==> src/rtl/trace_feeder_pkg.sv <==
// trace_pkg: shared types and constants for the trace feeder block.
//   state_e : feeder FSM states
//   mode_e  : address pattern selector (RSVD behaves like SEQ)
//   LFSR_TAPS / LFSR_NONZERO_SEED : Galois LFSR constants for random mode
//   lfsr_step() : one Galois LFSR step (right shift, xor taps when bit 0 falls out)
package trace_pkg;

  typedef enum logic [2:0] {
    IDLE  = 3'd0,
    LOAD  = 3'd1,
    ISSUE = 3'd2,
    GAP   = 3'd3,
    DONE  = 3'd4,
    ERROR = 3'd5
  } state_e;

  typedef enum logic [1:0] {
    SEQ  = 2'd0,
    LOOP = 2'd1,
    RAND = 2'd2,
    RSVD = 2'd3
  } mode_e;

  localparam logic [31:0] LFSR_TAPS         = 32'h8020_0003;
  localparam logic [31:0] LFSR_NONZERO_SEED = 32'h0000_0001;

  // Taps 32,22,2,1 in Galois form: the bit shifted out of position 0
  // decides whether the tap mask is folded back into the register.
  function automatic logic [31:0] lfsr_step(input logic [31:0] s);
    return s[0] ? ((s >> 1) ^ LFSR_TAPS) : (s >> 1);
  endfunction

endpackage

==> src/rtl/trace_feeder_if.sv <==
// trace_feeder_if: address-trace handshake between the feeder and the cache.
//   trace_ready : feeder -> cache, mem_addr holds a valid unacknowledged address
//   mem_addr    : feeder -> cache, current trace address
//   updated     : cache -> feeder, one-cycle acknowledge of the current address
interface trace_feeder_if #(
  parameter int ADDR_W = 32
);
  logic              trace_ready;
  logic [ADDR_W-1:0] mem_addr;
  logic              updated;

  modport master (output trace_ready, output mem_addr, input updated);
  modport slave  (input trace_ready, input mem_addr, output updated);
endinterface

==> src/rtl/trace_feeder_addr_gen.sv <==
// trace_addr_gen: address generator for the trace feeder.
//   clk, reset  : clock, synchronous active-high reset
//   load_i      : compute address 0 of a run from the held configuration
//   step_i      : advance to the next address of the run
//   mode_i      : pattern (SEQ/LOOP/RAND, RSVD acts as SEQ)
//   base_i      : first address, or LFSR seed in RAND mode
//   stride_i    : increment for SEQ/LOOP
//   loop_len_i  : LOOP period (0 treated as 1)
//   addr_o      : registered current address
module trace_addr_gen
  import trace_pkg::*;
#(
  parameter int                ADDR_W    = 32,
  parameter int                CNT_W     = 16,
  parameter logic [ADDR_W-1:0] RAND_MASK = 32'h0000_FFFC
) (
  input  logic              clk,
  input  logic              reset,
  input  logic              load_i,
  input  logic              step_i,
  input  mode_e             mode_i,
  input  logic [ADDR_W-1:0] base_i,
  input  logic [ADDR_W-1:0] stride_i,
  input  logic [CNT_W-1:0]  loop_len_i,
  output logic [ADDR_W-1:0] addr_o
);

  logic [ADDR_W-1:0] accAddr_q, accAddr_d;
  logic [CNT_W-1:0]  loopIdx_q, loopIdx_d;
  logic [31:0]       lfsr_q, lfsr_d;
  logic [ADDR_W-1:0] addr_q, addr_d;

  logic [CNT_W-1:0]  effLen;
  logic [CNT_W-1:0]  nextIdx;
  logic [ADDR_W-1:0] nextAcc;
  logic [31:0]       lfsrSeed;
  logic [31:0]       lfsrNext;

  // Next-address computation. The accumulator advances incrementally by
  // stride so SEQ wraps modulo 2^ADDR_W for free; LOOP snaps back to base
  // once the index would reach the loop length.
  always_comb begin
    accAddr_d = accAddr_q;
    loopIdx_d = loopIdx_q;
    lfsr_d    = lfsr_q;
    addr_d    = addr_q;

    effLen   = (loop_len_i == '0) ? CNT_W'(1) : loop_len_i;
    nextIdx  = loopIdx_q + CNT_W'(1);
    nextAcc  = accAddr_q + stride_i;
    lfsrSeed = (base_i == '0) ? LFSR_NONZERO_SEED : 32'(base_i);
    lfsrNext = lfsr_step(lfsr_q);

    if (load_i) begin
      accAddr_d = base_i;
      loopIdx_d = '0;
      lfsr_d    = lfsrSeed;
      addr_d    = (mode_i == RAND) ? (ADDR_W'(lfsrSeed) & RAND_MASK) : base_i;
    end else if (step_i) begin
      case (mode_i)
        LOOP: begin
          if (nextIdx >= effLen) begin
            loopIdx_d = '0;
            accAddr_d = base_i;
            addr_d    = base_i;
          end else begin
            loopIdx_d = nextIdx;
            accAddr_d = nextAcc;
            addr_d    = nextAcc;
          end
        end
        RAND: begin
          lfsr_d = lfsrNext;
          addr_d = ADDR_W'(lfsrNext) & RAND_MASK;
        end
        default: begin
          accAddr_d = nextAcc;
          addr_d    = nextAcc;
        end
      endcase
    end
  end

  // Generator state registers; the LFSR resets to 1 so it can never lock up.
  always_ff @(posedge clk) begin
    if (reset) begin
      accAddr_q <= '0;
      loopIdx_q <= '0;
      lfsr_q    <= LFSR_NONZERO_SEED;
      addr_q    <= '0;
    end else begin
      accAddr_q <= accAddr_d;
      loopIdx_q <= loopIdx_d;
      lfsr_q    <= lfsr_d;
      addr_q    <= addr_d;
    end
  end

  assign addr_o = addr_q;

endmodule

==> src/rtl/trace_feeder.sv <==
// trace_feeder: programmable address-trace source for the cache model.
//   clk, reset       : clock, synchronous active-high reset
//   start_i          : one-cycle pulse, starts a run from IDLE/DONE/ERROR
//   mode_i           : 0 sequential, 1 loop, 2 LFSR random, 3 as 0
//   base_addr_i      : first address / LFSR seed
//   stride_i         : address increment
//   loop_len_i       : loop period for mode 1
//   num_accesses_i   : addresses to issue in the run
//   bus              : trace_ready/mem_addr out, updated in (master side)
//   busy_o           : run in progress
//   done_o           : sticky, all accesses acknowledged
//   timeout_err_o    : sticky, acknowledge did not arrive within TIMEOUT cycles
//   issued_count_o   : acknowledged addresses in the current run
module trace_feeder
  import trace_pkg::*;
#(
  parameter int                ADDR_W    = 32,
  parameter int                CNT_W     = 16,
  parameter int                TIMEOUT   = 255,
  parameter logic [ADDR_W-1:0] RAND_MASK = 32'h0000_FFFC
) (
  input  logic                 clk,
  input  logic                 reset,
  input  logic                 start_i,
  input  logic [1:0]           mode_i,
  input  logic [ADDR_W-1:0]    base_addr_i,
  input  logic [ADDR_W-1:0]    stride_i,
  input  logic [CNT_W-1:0]     loop_len_i,
  input  logic [CNT_W-1:0]     num_accesses_i,
  trace_feeder_if.master       bus,
  output logic                 busy_o,
  output logic                 done_o,
  output logic                 timeout_err_o,
  output logic [CNT_W-1:0]     issued_count_o
);

  localparam int TMO_W = $clog2(TIMEOUT + 1);

  state_e            state_q, state_d;
  mode_e             mode_q, mode_d;
  logic [ADDR_W-1:0] base_q, base_d;
  logic [ADDR_W-1:0] stride_q, stride_d;
  logic [CNT_W-1:0]  loopLen_q, loopLen_d;
  logic [CNT_W-1:0]  numAcc_q, numAcc_d;
  logic [CNT_W-1:0]  issued_q, issued_d;
  logic [TMO_W-1:0]  tmo_q, tmo_d;

  logic              loadAddr;
  logic              stepAddr;
  logic [CNT_W-1:0]  issuedNext;
  logic [ADDR_W-1:0] genAddr;

  // Next-state logic. Configuration is captured only when a start is
  // accepted, so changes on the inputs mid-run have no effect. The timeout
  // counter restarts on every entry to ISSUE; an acknowledge in the final
  // allowed cycle still counts.
  always_comb begin
    state_d   = state_q;
    mode_d    = mode_q;
    base_d    = base_q;
    stride_d  = stride_q;
    loopLen_d = loopLen_q;
    numAcc_d  = numAcc_q;
    issued_d  = issued_q;
    tmo_d     = tmo_q;
    loadAddr  = 1'b0;
    stepAddr  = 1'b0;
    issuedNext = issued_q + CNT_W'(1);

    case (state_q)
      IDLE, DONE, ERROR: begin
        if (start_i) begin
          state_d   = LOAD;
          mode_d    = mode_e'(mode_i);
          base_d    = base_addr_i;
          stride_d  = stride_i;
          loopLen_d = loop_len_i;
          numAcc_d  = num_accesses_i;
          issued_d  = '0;
        end
      end
      LOAD: begin
        loadAddr = 1'b1;
        tmo_d    = '0;
        state_d  = (numAcc_q == '0) ? DONE : ISSUE;
      end
      ISSUE: begin
        if (bus.updated) begin
          if (issued_q < numAcc_q) begin
            issued_d = issuedNext;
          end
          state_d = (issuedNext >= numAcc_q) ? DONE : GAP;
        end else if (tmo_q == TMO_W'(TIMEOUT - 1)) begin
          state_d = ERROR;
        end else begin
          tmo_d = tmo_q + TMO_W'(1);
        end
      end
      GAP: begin
        stepAddr = 1'b1;
        tmo_d    = '0;
        state_d  = ISSUE;
      end
      default: state_d = IDLE;
    endcase
  end

  // Control and configuration registers.
  always_ff @(posedge clk) begin
    if (reset) begin
      state_q   <= IDLE;
      mode_q    <= SEQ;
      base_q    <= '0;
      stride_q  <= '0;
      loopLen_q <= '0;
      numAcc_q  <= '0;
      issued_q  <= '0;
      tmo_q     <= '0;
    end else begin
      state_q   <= state_d;
      mode_q    <= mode_d;
      base_q    <= base_d;
      stride_q  <= stride_d;
      loopLen_q <= loopLen_d;
      numAcc_q  <= numAcc_d;
      issued_q  <= issued_d;
      tmo_q     <= tmo_d;
    end
  end

  trace_addr_gen #(
    .ADDR_W    (ADDR_W),
    .CNT_W     (CNT_W),
    .RAND_MASK (RAND_MASK)
  ) u_addr_gen (
    .clk        (clk),
    .reset      (reset),
    .load_i     (loadAddr),
    .step_i     (stepAddr),
    .mode_i     (mode_q),
    .base_i     (base_q),
    .stride_i   (stride_q),
    .loop_len_i (loopLen_q),
    .addr_o     (genAddr)
  );

  // Status outputs decode straight from the registered state.
  assign bus.trace_ready = (state_q == ISSUE);
  assign bus.mem_addr    = genAddr;
  assign busy_o          = (state_q == LOAD) || (state_q == ISSUE) || (state_q == GAP);
  assign done_o          = (state_q == DONE);
  assign timeout_err_o   = (state_q == ERROR);
  assign issued_count_o  = issued_q;

endmodule

==> src/flat_wrapper.sv <==
// flat-port wrapper written by rule: the top's interface ports become plain ports
module trace_feeder_flat import trace_pkg::*;
#(
  parameter int                ADDR_W    = 32,
  parameter int                CNT_W     = 16,
  parameter int                TIMEOUT   = 255,
  parameter logic [ADDR_W-1:0] RAND_MASK = 32'h0000_FFFC
)
  (clk, reset, start_i, mode_i, base_addr_i, stride_i, loop_len_i, num_accesses_i, busy_o, done_o, timeout_err_o, issued_count_o, bus_trace_ready, bus_mem_addr, bus_updated);
  trace_feeder_if #(.ADDR_W(ADDR_W)) bus_i ();
  input  logic clk;
  input  logic reset;
  input  logic start_i;
  input  logic [1:0] mode_i;
  input  logic [ADDR_W-1:0] base_addr_i;
  input  logic [ADDR_W-1:0] stride_i;
  input  logic [CNT_W-1:0] loop_len_i;
  input  logic [CNT_W-1:0] num_accesses_i;
  output logic busy_o;
  output logic done_o;
  output logic timeout_err_o;
  output logic [CNT_W-1:0] issued_count_o;
  output wire logic [$bits(bus_i.trace_ready)-1:0] bus_trace_ready;
  output wire logic [$bits(bus_i.mem_addr)-1:0] bus_mem_addr;
  input wire logic [$bits(bus_i.updated)-1:0] bus_updated;
  assign bus_trace_ready = bus_i.trace_ready;
  assign bus_mem_addr = bus_i.mem_addr;
  assign bus_i.updated = bus_updated;
  trace_feeder #(.ADDR_W(ADDR_W), .CNT_W(CNT_W), .TIMEOUT(TIMEOUT), .RAND_MASK(RAND_MASK)) u_core (.clk(clk), .reset(reset), .start_i(start_i), .mode_i(mode_i), .base_addr_i(base_addr_i), .stride_i(stride_i), .loop_len_i(loop_len_i), .num_accesses_i(num_accesses_i), .bus(bus_i), .busy_o(busy_o), .done_o(done_o), .timeout_err_o(timeout_err_o), .issued_count_o(issued_count_o));
endmodule
==> config.mk <==
export PLATFORM = sky130hd
export DESIGN_NAME = trace_feeder_flat
export DESIGN_NICKNAME = d
export VERILOG_FILES = /design/src/rtl/trace_feeder_pkg.sv /design/src/rtl/trace_feeder_if.sv /design/src/rtl/trace_feeder_addr_gen.sv /design/src/rtl/trace_feeder.sv /design/src/flat_wrapper.sv
export SDC_FILE = /design/constraint.sdc
export NUM_CORES = 1
export LEC_CHECK = 0
export CAP_MARGIN = 20
export CELL_PAD_IN_SITES_DETAIL_PLACEMENT = 0
export CELL_PAD_IN_SITES_GLOBAL_PLACEMENT = 2
export CORE_ASPECT_RATIO = 1.2
export CORE_MARGIN = 5
export CORE_UTILIZATION = 36
export CTS_CLUSTER_DIAMETER = 60
export CTS_CLUSTER_SIZE = 20
export DETAILED_ROUTE_END_ITERATION = 10
export HOLD_SLACK_MARGIN = 0.08
export PLACE_DENSITY_LB_ADDON = 0.1
export SLEW_MARGIN = 20
export SYNTH_ARGS = -nofsm -noshare
export SYNTH_HDL_FRONTEND = slang
export SYNTH_SLANG_ARGS = --single-unit
==> constraint.sdc <==
create_clock -name clk -period 10.4 [get_ports clk]
set_input_delay 3.12 -clock clk [delete_from_list [all_inputs] [get_ports clk]]
set_output_delay 3.12 -clock clk [all_outputs]
set_load 0.05 [all_outputs]
# Word level (Yosys, flattened, before mapping)
# Cells that the tools add are included.
dict set report totals {
  n_memories 0
  latchBits 0
  ff_bits 237
  romBits 0
  ramBits 0
}
dict set report op_classes {
  n_eq_ne 15
  n_reduce_logical 20
  addsub 4
  mux 30
  order_cmp 3
  shift 0
  n_mul 0
  div 0
  bitwise_logic 1
}
# op n
set op_table {}
lappend op_table {{32-bit 2-to-1 mux} 11}
lappend op_table {{32-bit one-hot mux with 2 select lines} 2}
lappend op_table {{16-bit 2-to-1 mux} 5}
lappend op_table {{16-bit by 1-bit adder with 16-bit output, second input constant} 2}
lappend op_table {{32-bit adder} 1}
lappend op_table {{16-bit >= comparator} 2}
lappend op_table {{16-bit zero test} 2}
lappend op_table {{32-bit zero test} 1}
lappend op_table {{16-bit one-hot mux with 2 select lines} 1}
lappend op_table {{16-bit < comparator} 1}
lappend op_table {{8-bit 2-to-1 mux} 2}
lappend op_table {{8-bit one-hot mux with 2 select lines} 1}
lappend op_table {{3-bit 2-to-1 mux} 5}
lappend op_table {{3-bit one-hot mux with 4 select lines} 1}
lappend op_table {{2-bit AND reduction} 5}
lappend op_table {{8-bit by 1-bit adder with 8-bit output, second input constant} 1}
lappend op_table {{8-bit == test, second input constant} 1}
lappend op_table {{2-bit nonzero test} 4}
lappend op_table {{3-bit by 2-bit == test with 1-bit output, second input constant} 2}
lappend op_table {{3-bit == test, second input constant} 2}
lappend op_table {{2-bit by 1-bit != test with 1-bit output, second input constant} 3}
lappend op_table {{2-bit != test, second input constant} 3}
lappend op_table {{3-bit NOT with 4-bit output} 1}
lappend op_table {{4-bit AND reduction} 1}
lappend op_table {{10 further kinds} 13}

# Logic depth before layout (Yosys ltp)
dict set report logic_depth {
  word_depth 7
  mapped_depth 17
  mapped_depth_nobuf 15
}

# Cells and area by module
# A second synthesis with hierarchy kept.
dict set report hier_totals {
  hier_cells 1729
  area_unflattened_um2 13307.8
}
# mod seq_area_each_um2 area_each_um2 n_inst cells_each
set by_module_without_submodules {}
lappend by_module_without_submodules {trace_addr_gen 2242.2 7668.6 1 1011}
lappend by_module_without_submodules {trace_feeder 2502.4 5639.2 1 718}

# Worst setup path before layout
# OpenSTA, ideal clock, no wires.
dict set report synth_timing {
  kind {reg-to-output}
  start {register u_core.state_q[1]}
  end {output port busy_o}
  path_slack_ps 5642
  stages_incl_launch_ff 5
  required_ps 7280
  arrival_ps 1638
  path_buffers 2
  path_cell_list {dfxtp_1 -> clkbuf_1 -> inv_1 -> clkbuf_1 -> a21oi_1}
}
dict set report synth_via {
  elab_chain_len 3
  word_cells_on_any_way 5
  cone_classes {3 x eq/ne; 2 x reduce/logical}
}
# element line_no
set synth_rtl {}
lappend synth_rtl {{from (decl)} trace_feeder.sv:39} ;# state_e state_q, state_d;
lappend synth_rtl {{from (signal assigned)} trace_feeder.sv:120} ;# state_q <= state_d;
lappend synth_rtl {{3-bit by 1-bit == test with 1-bit output or 3-bit by 2-bit == test with 1-bit output (tied branches)} trace_feeder.sv:150} ;# assign busy_o = (state_q == LOAD) || (state_q == ISSUE) || (state_q == GAP);
lappend synth_rtl {{1-bit logical OR} trace_feeder.sv:150}
lappend synth_rtl {{1-bit logical OR (*)} trace_feeder.sv:150}
lappend synth_rtl {{to (decl)} flat_wrapper.sv:19} ;# output logic busy_o;
# Mark *: on every way between the ends. The rest lies on a longest branch, timed or not.

# Worst setup path in the final report
dict set report layout_timing {
  start {register u_core.state_q[1]}
  end {output port bus_trace_ready}
}
dict set report layout_via {
  elab_chain_len 1
}
# element line_no
set layout_rtl {}
lappend layout_rtl {{3-bit by 2-bit == test with 1-bit output} trace_feeder.sv:148} ;# assign bus.trace_ready = (state_q == ISSUE);
lappend layout_rtl {{to (decl)} flat_wrapper.sv:23} ;# output wire logic [$bits(bus_i.trace_ready)-1:0] bus_trace_ready;
# No other way between the ends.

==> results.cfg <==
[clock_tree]
numCtsBuffers = 26
cts_max_level = 1
clkTransAtPathRegs_ps = 60
clockBufferDepth = 3
clkLatencyLatePin_ps = 560
cts_setup_buffers = 0
clock-sinks = 237
cts_tree = done
hold_buffers = 0
root_buffer = clkbuf_16
cts_resized = 0

[setup_path]
cp.required_ps = 7280
critPathTopFamily = buffers and inverters
cpPeakStageDelay_ps = 890
cp.arrival_ps = 3040
path_max_fanout = 35
cp.buffers_inverters = 3
r2r-start = u_core.u_addr_gen.loopIdx_q[0]$_SDFFE_PP0P_
end_kind = output port
reg2reg_slack_ps = 5480
critPathKind = reg -> out
reg2regPathDepth = 15
path_cells = buf_4 > nand2b_1 > nand2b_1 > inv_1 > clkdlybuf4s50_1
cp_common_cell = nand2b_1
reg2reg_to = u_core.u_addr_gen.addr_o[18]$_SDFFE_PP0N_
crit_slowest_cell = clkdlybuf4s50_1
crit_path_start_kind = flip-flop

[timing]
fmax_mhz = 162
worstMarginPinSlew_ps = 929
fin_crit_sh_pct = 59.3
hold_viol = 0
setup_viol = 0
slew_headroom_pct = 37.9
fin_tns_setup_ps = 0
period_minus_slack_ps = 6160
maxSlewViolCount = 0
skew_ps = 21.6
rsz0062_at_grt = no

[drt]
drcViolationCount = 0
ant_nets = 0
vias_per_cell = 5.44
via_count = 12800
drtIter0Drc = 689
firstDrtPassIters = 6
routed_wl_um = 44500
wl_per_cell_um = 18.9

[yosys]
syn_area_per_cell_sq_um = 7.55
synth-async-reset-ratio_pct = 0
synth_top_flop_cell = dfxtp_1
ys_seq_elements = 237
ys_types = 77
synth_edf_count = 0
netlist_area_sq_mm = 0.0133
syn-num-nets = 1957
seq_area_frac_synth_pct = 35.5
yosysWarnings = 0
syn_inst = 1769

[power_and_ir_drop]
irDropWorstVdd_v = 0.000127
leakage_nw = 6.22
total_power_mw = 2.74
power.density_mw_per_mm2 = 169

[floorplanning]
fp-row-count = 77
fp.coreArea_sq_mm = 0.0367
die_h_um = 221
io_pins = 154
dieArea_sq_mm = 0.0410
start_util_pct = 36.4
die_w_um = 186

[worst_hold_path]
hold_class = reg -> reg
hold_end = u_core.u_addr_gen.addr_o[17]$_SDFFE_PP0N_
hp-start = u_core.u_addr_gen.addr_o[17]$_SDFFE_PP0N_
min_path_cells = 2

[cells_and_area]
final_net_count = 2045
design_area_sq_mm = 0.0162
syn_to_final_growth_pct = 21.5
diodes = 0
drive_gt1_share_pct = 5.43

[global_routing]
grt_max_degree = 101
grt_first_pass_wirelength_um = 70000
grt_pass1_vias = 12500
antenna_found_initial = 0
grt_usage_pct = 21.1
grt_overflow = 0

[place]
io_buffer_count = 153
place_area_sq_mm = 0.0152
place_congestion = 0.840
dp_hpwl_um = 30800

[flow_run]
cap_violations = 0

[outcome]
status = complete, no violations
## tightest hold or removal path: cells and delay by family, from the launching register on
kind	cells	cell delay [ps]
AO/OA/AOI/OAI	1	50
AND/OR/NAND/NOR	1	50
flip-flops	1	310
## power breakdown
group	internal, mW	leakage, nW	total, mW	switching, mW
Clock	0.625	0.466	1.05	0.420
Sequential	0.983	1.94	1.06	0.0751
Combinational	0.229	3.82	0.639	0.410
Total	1.84	6.22	2.74	0.906
## kinds of logic after synthesis
kind of cell / share of synthesized area [%]
AND/OR/NAND/NOR: 24.3
AO/OA/AOI/OAI: 22.4
flip-flops: 35.5
buffers and inverters: 4.71
adder cells (fa/ha/maj): 8.12
XOR/XNOR: 3.87
multiplexers: 1.11
## placed cells by master (no fill, tap or decap), drive strengths merged, types with 18 or more instances in the layout
cell type | synthesis | layout
nand2 | 396 | 396
dfxtp | 237 | 237
a21oi | 211 | 211
nor2 | 165 | 165
clkdlybuf4s50 | 0 | 152
ha | 85 | 85
o21ai | 59 | 59
inv | 51 | 55
a311oi | 52 | 52
nand3 | 35 | 35
nor3 | 34 | 34
xor2 | 32 | 32
clkbuf | 98 | 30
xnor2 | 27 | 27
a21o | 27 | 27
nor4 | 25 | 25
and3 | 20 | 20
buf | 14 | 20
nand4 | 18 | 18
## worst max path at each step
| stage | slack [ps] | cells past startpoint | to | start |
|---|---|---|---|---|
| global placement | 4830 | 5 | bus_trace_ready | u_core.state_q[1]$_SDFFE_PP0P_ |
| floorplan | 5640 | 4 | busy_o | u_core.state_q[1]$_SDFFE_PP0P_ |
| finish | 4240 | 5 | bus_trace_ready | u_core.state_q[1]$_SDFFE_PP0P_ |
| CTS | 4170 | 5 | bus_trace_ready | u_core.state_q[1]$_SDFFE_PP0P_ |
| global route | 4100 | 5 | bus_trace_ready | u_core.state_q[1]$_SDFFE_PP0P_ |
| detailed placement | 4770 | 5 | bus_trace_ready | u_core.state_q[1]$_SDFFE_PP0P_ |
## registers in the layout, summed over array words and instances, names as in the netlist
name	count
u_core.base_q	32
u_core.stride_q	32
u_core.u_addr_gen.accAddr_q	32
u_core.u_addr_gen.addr_o	32
u_core.u_addr_gen.lfsr_q	32
u_core.issued_count_o	16
u_core.loopLen_q	16
u_core.numAcc_q	16
u_core.u_addr_gen.loopIdx_q	16
u_core.tmo_q	8
u_core.state_q	3
u_core.mode_q	2
## metrics by stage
| step | cells | utilization, % | hold slack [ps] | setup slack, ps |
|---|---|---|---|---|
| floorplan | 1769 | - | 436 | 5640 |
| global placement | 2303 | 41.5 | 446 | 4830 |
| detailed placement | 2303 | 41.5 | 448 | 4770 |
| CTS | 2351 | 44.2 | 457 | 4170 |
| global route | 2351 | 44.2 | 478 | 4100 |
| finish | 2351 | 44.2 | 452 | 4240 |
## cell usage after synthesis, types with 18 or more instances
cell      number  area (sq um)
o21ai_0       57           285
clkbuf_1      97           364
nor3_1        34           170
inv_1         51           191
ha_1          85          1060
xnor2_1       27           236
a21o_1        26           195
nor4_1        24           150
a21oi_1      210          1050
nand2_1      396          1490
nand4_1       18           113
xor2_1        32           280
dfxtp_1      237          4740
and3_1        20           125
a311oi_1      52           455
nand3_1       34           170
nor2_1       165           619
## layout make-up
cell class	instances	area [sq um]
well taps	474	593
fillers	3773	20500
clock buffers	30	717
multi-input cells	1368	8040
clock inverters	18	249
inverters	52	195
flip-flops and latches	237	4740
repair buffers	172	1680
## per-layer routing
| layer | vias to the layer above | share of wire, % | global-route usage (%) |
|---|---|---|---|
| met1 | 6044 | 45 | 27.7 |
| met4 | 0 | 2.8 | 6.32 |
| met5 | - | 0 | 0 |
| met2 | 259 | 48 | 36.2 |
| li1 | 6407 | - | - |
| met3 | 74 | 4.0 | 2.37 |
Power figures use the tool's default switching activity.
